===== config.mk =====
export PLATFORM = sky130hd
export DESIGN_NAME = grf_wb_scheduler
export DESIGN_NICKNAME = d
export VERILOG_FILES = /design/src/rtl/grf_wb_scheduler_pkg.sv /design/src/rtl/grf_wb_scheduler_wb_fifo.sv /design/src/rtl/grf_wb_scheduler.sv
export SDC_FILE = /design/constraint.sdc
export NUM_CORES = 1
export LEC_CHECK = 0
export CORE_UTILIZATION = 57
export CTS_CLUSTER_DIAMETER = 100
export DETAILED_ROUTE_END_ITERATION = 10
export GPL_TIMING_DRIVEN = 0
export HOLD_SLACK_MARGIN = 0.03
export MAX_ROUTING_LAYER = met4
export PLACE_DENSITY_LB_ADDON = 0.1
export SYNTH_ARGS = -nofsm -noshare
export SYNTH_HDL_FRONTEND = slang
export SYNTH_HIERARCHICAL = 1
export SYNTH_SLANG_ARGS = --single-unit
export TNS_END_PERCENT = 100

===== constraint.sdc =====
create_clock -name clk -period 7.9 [get_ports clk]
set_clock_uncertainty 0.2 [all_clocks]
set_input_delay 1.185 -clock clk [delete_from_list [all_inputs] [get_ports clk]]
set_output_delay 1.185 -clock clk [all_outputs]
set_load 0.01 [all_outputs]

===== src/rtl/grf_wb_scheduler_pkg.sv =====
// Shared CPU parameters and the write-back entry payload used by the
// GRF write-back scheduler and its result buffer.
package grf_wb_scheduler_pkg;

  localparam int unsigned NUM_REGS = 32;
  localparam int unsigned ADDR_W   = 5;
  localparam int unsigned DATA_W   = 32;
  localparam int unsigned PEND_W   = 2;

  typedef struct packed {
    logic [ADDR_W-1:0] addr;
    logic [DATA_W-1:0] data;
    logic [DATA_W-1:0] pc;
  } wb_entry_t;

endpackage


===== src/rtl/grf_wb_scheduler_wb_fifo.sv =====
// First-word-fall-through buffer for multiply/divide results waiting for
// a free register-file write slot.
module wb_fifo
  import grf_wb_scheduler_pkg::*;
#(
  parameter int unsigned DEPTH = 2
) (
  input  logic      clk,
  input  logic      reset,
  input  logic      push,
  input  wb_entry_t push_data,
  input  logic      pop,
  output wb_entry_t head,
  output logic      empty,
  output logic      full
);

  localparam int unsigned PTR_W = (DEPTH > 1) ? $clog2(DEPTH) : 1;
  localparam int unsigned CNT_W = PTR_W + 1;

  wb_entry_t        mem_q [DEPTH];
  wb_entry_t        mem_d [DEPTH];
  logic [PTR_W-1:0] wr_ptr_q, wr_ptr_d;
  logic [PTR_W-1:0] rd_ptr_q, rd_ptr_d;
  logic [CNT_W-1:0] count_q, count_d;
  logic             do_push, do_pop;

  assign empty = (count_q == '0);
  assign full  = (count_q == CNT_W'(DEPTH));
  assign head  = mem_q[rd_ptr_q];

  // Pointer and occupancy update; power-of-two depth makes wrap implicit.
  always_comb begin
    do_push  = push && !full;
    do_pop   = pop && !empty;
    mem_d    = mem_q;
    wr_ptr_d = wr_ptr_q;
    rd_ptr_d = rd_ptr_q;
    count_d  = count_q;
    if (do_push) begin
      mem_d[wr_ptr_q] = push_data;
      wr_ptr_d        = wr_ptr_q + PTR_W'(1);
    end
    if (do_pop) begin
      rd_ptr_d = rd_ptr_q + PTR_W'(1);
    end
    case ({do_push, do_pop})
      2'b10:   count_d = count_q + CNT_W'(1);
      2'b01:   count_d = count_q - CNT_W'(1);
      default: count_d = count_q;
    endcase
  end

  always_ff @(posedge clk) begin
    if (reset) begin
      wr_ptr_q <= '0;
      rd_ptr_q <= '0;
      count_q  <= '0;
    end else begin
      wr_ptr_q <= wr_ptr_d;
      rd_ptr_q <= rd_ptr_d;
      count_q  <= count_d;
    end
  end

  always_ff @(posedge clk) begin
    for (int i = 0; i < int'(DEPTH); i++) begin
      mem_q[i] <= mem_d[i];
    end
  end

endmodule


===== src/rtl/grf_wb_scheduler.sv =====
// Arbitrates the single GRF write port between the W-stage and buffered
// multiply/divide results, and tracks outstanding MD destinations for stalls.
module grf_wb_scheduler
  import grf_wb_scheduler_pkg::*;
#(
  parameter int unsigned FIFO_DEPTH = 2
) (
  input  logic              clk,
  input  logic              reset,
  input  logic              pipe_we,
  input  logic [ADDR_W-1:0] pipe_addr,
  input  logic [DATA_W-1:0] pipe_data,
  input  logic [DATA_W-1:0] pipe_pc,
  input  logic              md_issue,
  input  logic [ADDR_W-1:0] md_issue_addr,
  input  logic              md_done_valid,
  input  logic [ADDR_W-1:0] md_done_addr,
  input  logic [DATA_W-1:0] md_done_data,
  input  logic [DATA_W-1:0] md_done_pc,
  output logic              md_done_ready,
  input  logic [ADDR_W-1:0] dec_rs,
  input  logic [ADDR_W-1:0] dec_rt,
  input  logic [ADDR_W-1:0] dec_dst,
  output logic              stall,
  output logic              grf_we,
  output logic [ADDR_W-1:0] grf_addr,
  output logic [DATA_W-1:0] grf_data,
  output logic [DATA_W-1:0] grf_pc
);

  wb_entry_t         md_entry;
  wb_entry_t         fifo_head;
  logic              fifo_empty, fifo_full, fifo_push, fifo_pop;
  logic              pipe_wr, md_accept, md_thru;
  logic              md_wr;
  logic [ADDR_W-1:0] md_wr_addr;
  logic              issue_ok;
  logic [PEND_W-1:0] pend_q [NUM_REGS];
  logic [PEND_W-1:0] pend_d [NUM_REGS];

  assign md_entry = '{addr: md_done_addr, data: md_done_data, pc: md_done_pc};

  wb_fifo #(.DEPTH(FIFO_DEPTH)) u_fifo (
    .clk      (clk),
    .reset    (reset),
    .push     (fifo_push),
    .push_data(md_entry),
    .pop      (fifo_pop),
    .head     (fifo_head),
    .empty    (fifo_empty),
    .full     (fifo_full)
  );

  // Write-port arbitration: pipeline first, then buffer head, then bypass.
  always_comb begin
    grf_we        = 1'b0;
    grf_addr      = '0;
    grf_data      = '0;
    grf_pc        = '0;
    fifo_pop      = 1'b0;
    md_wr         = 1'b0;
    md_wr_addr    = '0;
    pipe_wr       = pipe_we && (pipe_addr != '0);
    md_done_ready = !reset && (!fifo_full || (fifo_empty && !pipe_wr));
    md_accept     = md_done_valid && md_done_ready;
    md_thru       = md_accept && fifo_empty && !pipe_wr;
    // Register-0 results are consumed here and never take a buffer slot.
    fifo_push     = md_accept && !md_thru && (md_done_addr != '0);
    if (reset) begin
      fifo_push = 1'b0;
    end else if (pipe_wr) begin
      grf_we   = 1'b1;
      grf_addr = pipe_addr;
      grf_data = pipe_data;
      grf_pc   = pipe_pc;
    end else if (!fifo_empty) begin
      fifo_pop   = 1'b1;
      grf_we     = 1'b1;
      grf_addr   = fifo_head.addr;
      grf_data   = fifo_head.data;
      grf_pc     = fifo_head.pc;
      md_wr      = 1'b1;
      md_wr_addr = fifo_head.addr;
    end else if (md_thru && (md_done_addr != '0)) begin
      grf_we     = 1'b1;
      grf_addr   = md_done_addr;
      grf_data   = md_done_data;
      grf_pc     = md_done_pc;
      md_wr      = 1'b1;
      md_wr_addr = md_done_addr;
    end
  end

  // Hazard detection; register 0 carries no pending count so never stalls.
  always_comb begin
    stall = 1'b0;
    if (!reset) begin
      stall = (pend_q[dec_rs]  != '0) ||
              (pend_q[dec_rt]  != '0) ||
              (pend_q[dec_dst] != '0) ||
              (md_issue && (pend_q[md_issue_addr] == '1));
    end
  end

  always_comb begin
    issue_ok = md_issue && !stall && (md_issue_addr != '0);
    for (int unsigned r = 0; r < NUM_REGS; r++) begin
      pend_d[r] = pend_q[r];
      if (r != 0) begin
        if ((issue_ok && (md_issue_addr == ADDR_W'(r))) &&
            !(md_wr && (md_wr_addr == ADDR_W'(r)) && (pend_q[r] != '0))) begin
          pend_d[r] = pend_q[r] + PEND_W'(1);
        end else if (!(issue_ok && (md_issue_addr == ADDR_W'(r))) &&
                     (md_wr && (md_wr_addr == ADDR_W'(r)) && (pend_q[r] != '0))) begin
          pend_d[r] = pend_q[r] - PEND_W'(1);
        end
      end else begin
        pend_d[r] = '0;
      end
    end
  end

  always_ff @(posedge clk) begin
    for (int unsigned r = 0; r < NUM_REGS; r++) begin
      if (reset) begin
        pend_q[r] <= '0;
      end else begin
        pend_q[r] <= pend_d[r];
      end
    end
  end

endmodule

==> flow_summary.json <==
{
  "required_ns": 6.51,
  "grt_max_degree": 70,
  "drt-wirelength-per-cell_microns": 21.6,
  "critical_path_buf_inv_count": 4,
  "cts_buffers": 23,
  "track_usage_pct": 35.1,
  "max_stage_delay_ns": 0.64,
  "vias": 10100,
  "fin_setup_tns_ns": 0,
  "seq_area_frac_synth_pct": 47.0,
  "placed_area_sq_um": 14300,
  "synth_area_leaders": "edfxtp_1, dfxtp_1, mux2_2, nor2_1, xor2_1",
  "ys.warnings.count": 6,
  "path_class": "in -> out",
  "synth_edf_count": 138,
  "crit_arrival_ns": 4.39,
  "final_cells": 1628,
  "cts_root_buf": "clkbuf_16",
  "synth_async_sr_flop_share_pct": 0,
  "synth.avg_cell_area_sq_um": 10.7,
  "routed_wl_microns": 35200,
  "synth_ff_type": "edfxtp_1",
  "core-area_sq_um": 19700,
  "dpl.hpwl_microns": 26000,
  "finalSetupViolCount": 0,
  "r2r_slack_ns": 3.57,
  "design_area_sq_um": 15100,
  "synth_top_area_share_pct": 35.7,
  "status": "complete, no violations",
  "top_level_ports": 235,
  "holdPathEnd": "pend_q[19][1]$_SDFFE_PP0P_",
  "synth_most_common_cell": "nor2_1",
  "synth_top_area_cell": "edfxtp_1",
  "finalNetCount": 1540,
  "critical-path-slowest-cell": "or4_1",
  "areaGrowthSynthToFinish_pct": 29.8,
  "drv_slew": 0,
  "worstPathCellList": "clkdlybuf4s50_1 > or4_1 > o21a_1 > buf_2 > nor2_1 > clkbuf_1 > a22oi_1 > o21ai_0 > clkdlybuf4s50_1",
  "gp_congestion": 1.01,
  "holdBufCountCts": 0,
  "hold_depth": 2,
  "synth_common_cells": "nor2_1, edfxtp_1, mux2_2, nand2_1, dfxtp_1",
  "peakVddDrop_mv": 0.165,
  "drtIter0Drc": 1016,
  "antenna_found_initial": 1,
  "cp-end-kind": "output pin",
  "netlist_area_sq_um": 11600,
  "via_per_inst": 6.22,
  "holdCritPathClass": "reg -> reg",
  "cp_max_fo": 10,
  "p_per_area_nw_per_um2": 179,
  "r2r_start": "u_fifo/count_q[0]$_SDFFE_PP0P_",
  "syn_inst": 1089,
  "die_area_sq_um": 21000,
  "io_buffers": 230,
  "cts_sinks": 204,
  "grt_pass1_wl_microns": 53400,
  "reg2reg_to": "u_fifo/mem_q[86]$_DFFE_PP_",
  "dieWidth_microns": 145,
  "cts_resized": 0,
  "synthesis.nets": 1284,
  "p_leak_nw": 5.26,
  "fmax_ghz": 0.173,
  "clkTransAtPathRegs_ns": 0.06,
  "max_slew_margin_pct": 29.0,
  "dpl.cell_count": 1585,
  "cp-start-kind": "primary input",
  "cts_setup_buffers": 0,
  "rsz0062_at_grt": "false",
  "worstSkewPairLatency_ns": 0.51,
  "postRouteAntennaNets": 0,
  "ys_ff_latch": 204,
  "drc": 0,
  "fill_cells": 1386,
  "first_global_vias": 9811,
  "reg2reg_depth": 9,
  "min_period_ns": 5.78,
  "finalHoldViolCount": 0,
  "hp-start": "pend_q[19][1]$_SDFFE_PP0P_",
  "worst_pin_slew_ns": 1.06,
  "htreeDepth": 1,
  "gr-total-overflow": 0,
  "path_delay_family": "buffers and inverters",
  "ys_types": 62,
  "max-cap-violations": 0,
  "initial_utilization_pct": 59.0,
  "drive_above_1_share_pct": 12.1,
  "dr.pass1.iters": 9,
  "std_cell_rows": 51,
  "ctsLongestPathBuffers": 3,
  "die_h_microns": 145,
  "cp_common_cell": "clkdlybuf4s50_1",
  "fin_crit_sh_pct": 73.1,
  "tritoncts": "done"
}
==> metal layers <==
layer  wire [microns]  vias to the layer above  track usage [%]
met4             1080                        0             11.1
met5                0                        -                -
met1            14700                     4882             46.3
met3             3480                       83             7.83
met2            16000                      531             53.9
li1                 -                     4636                -
==> layout by cell type, fill, tap and decap left out, types with 22 or more instances in the layout <==
cell type / synthesis / routed
clkbuf_1: 35 / 43
or3_1: 35 / 35
a21oi_1: 43 / 43
mux2_2: 71 / 71
nand3b_1: 24 / 24
ha_1: 32 / 32
nor2_1: 148 / 148
a221oi_1: 34 / 34
xor2_1: 63 / 63
dfxtp_1: 66 / 66
nand2_1: 68 / 68
clkdlybuf4s50_1: 0 / 230
edfxtp_1: 138 / 138
nor3b_1: 36 / 36
o21ai_0: 64 / 64
clkbuf_16: 0 / 23
a22oi_1: 22 / 22
==> kinds of logic (layout without fill, tap and decap cells) <==
logic type,count (synthesis),after routing,share of synthesized area (%)
AND/OR/NAND/NOR,377,377,16.4
AO/OA/AOI/OAI,220,220,12.8
flip-flops,204,204,47.0
multiplexers,102,102,11.9
buffers and inverters,89,362,3.53
XOR/XNOR,65,65,4.90
adder cells (fa/ha/maj),32,32,3.44
other,0,1,0
==> cell type report <==
class                   instances  area, sq um  area share [%]
diodes                          1         2.50          0.0166
plain buffers                  65          320            2.12
clock buffers                  32          619            4.10
clock inverters                10          178            1.18
inverters                      24         92.6           0.613
multi-input cells             796         5750            38.1
flip-flops and latches        204         5470            36.2
well taps                     265          332            2.20
repair buffers                231         2330            15.4
==> worst register-to-register path: cells and delay by family, from the launching register on <==
| family | cells | cell delay, ns |
|---|---|---|
| and+or+nand+nor | 2 | 0.51 |
| AOI/OAI and AO/OA | 1 | 0.80 |
| DFF | 1 | 0.42 |
| buffers and inverters | 6 | 1.98 |
==> power by group <==
group,leakage (nW),total [mW],switching [mW],internal [mW]
Combinational,3.10,0.393,0.199,0.194
Clock,0.380,1.13,0.422,0.710
Sequential,1.79,1.18,0.0105,1.17
Total,5.26,2.70,0.632,2.07
==> state kept, by name, summed over array words and instances (netlist names) <==
register / flops
pend_q: 62
u_fifo/count_q: 2
u_fifo/mem_q: 138
u_fifo/rd_ptr_q: 1
u_fifo/wr_ptr_q: 1
==> how the worst max path moves through the flow <==
stage / slack (ns) / cells after the start / start / end
final: 2.12 / 9 / pipe_addr[0] / grf_pc[2]
after global routing: 1.98 / 9 / pipe_addr[0] / grf_pc[15]
after CTS: 2.14 / 7 / reset / grf_pc[26]
after detailed placement: 2.13 / 9 / pipe_addr[0] / grf_pc[2]
after global placement: 1.22 / 6 / reset / u_fifo/mem_q[51]$_DFFE_PP_
after floorplan: 3.22 / 7 / reset / u_fifo/mem_q[100]$_DFFE_PP_
==> per-stage QoR <==
stage | total power [mW] | util [%] | setup slack (ns) | hold slack, ns
detailed placement | 1.58 | 72.5 | 2.13 | 0.290
floorplan | 1.38 | - | 3.22 | 0.252
global route | 2.78 | 76.5 | 1.98 | 0.326
finish | 2.70 | 76.5 | 2.12 | 0.299
CTS | 2.70 | 76.5 | 2.14 | 0.299
global placement | 1.58 | 72.3 | 1.22 | 0.273
Note: power is estimated with default switching activity, not from simulation.
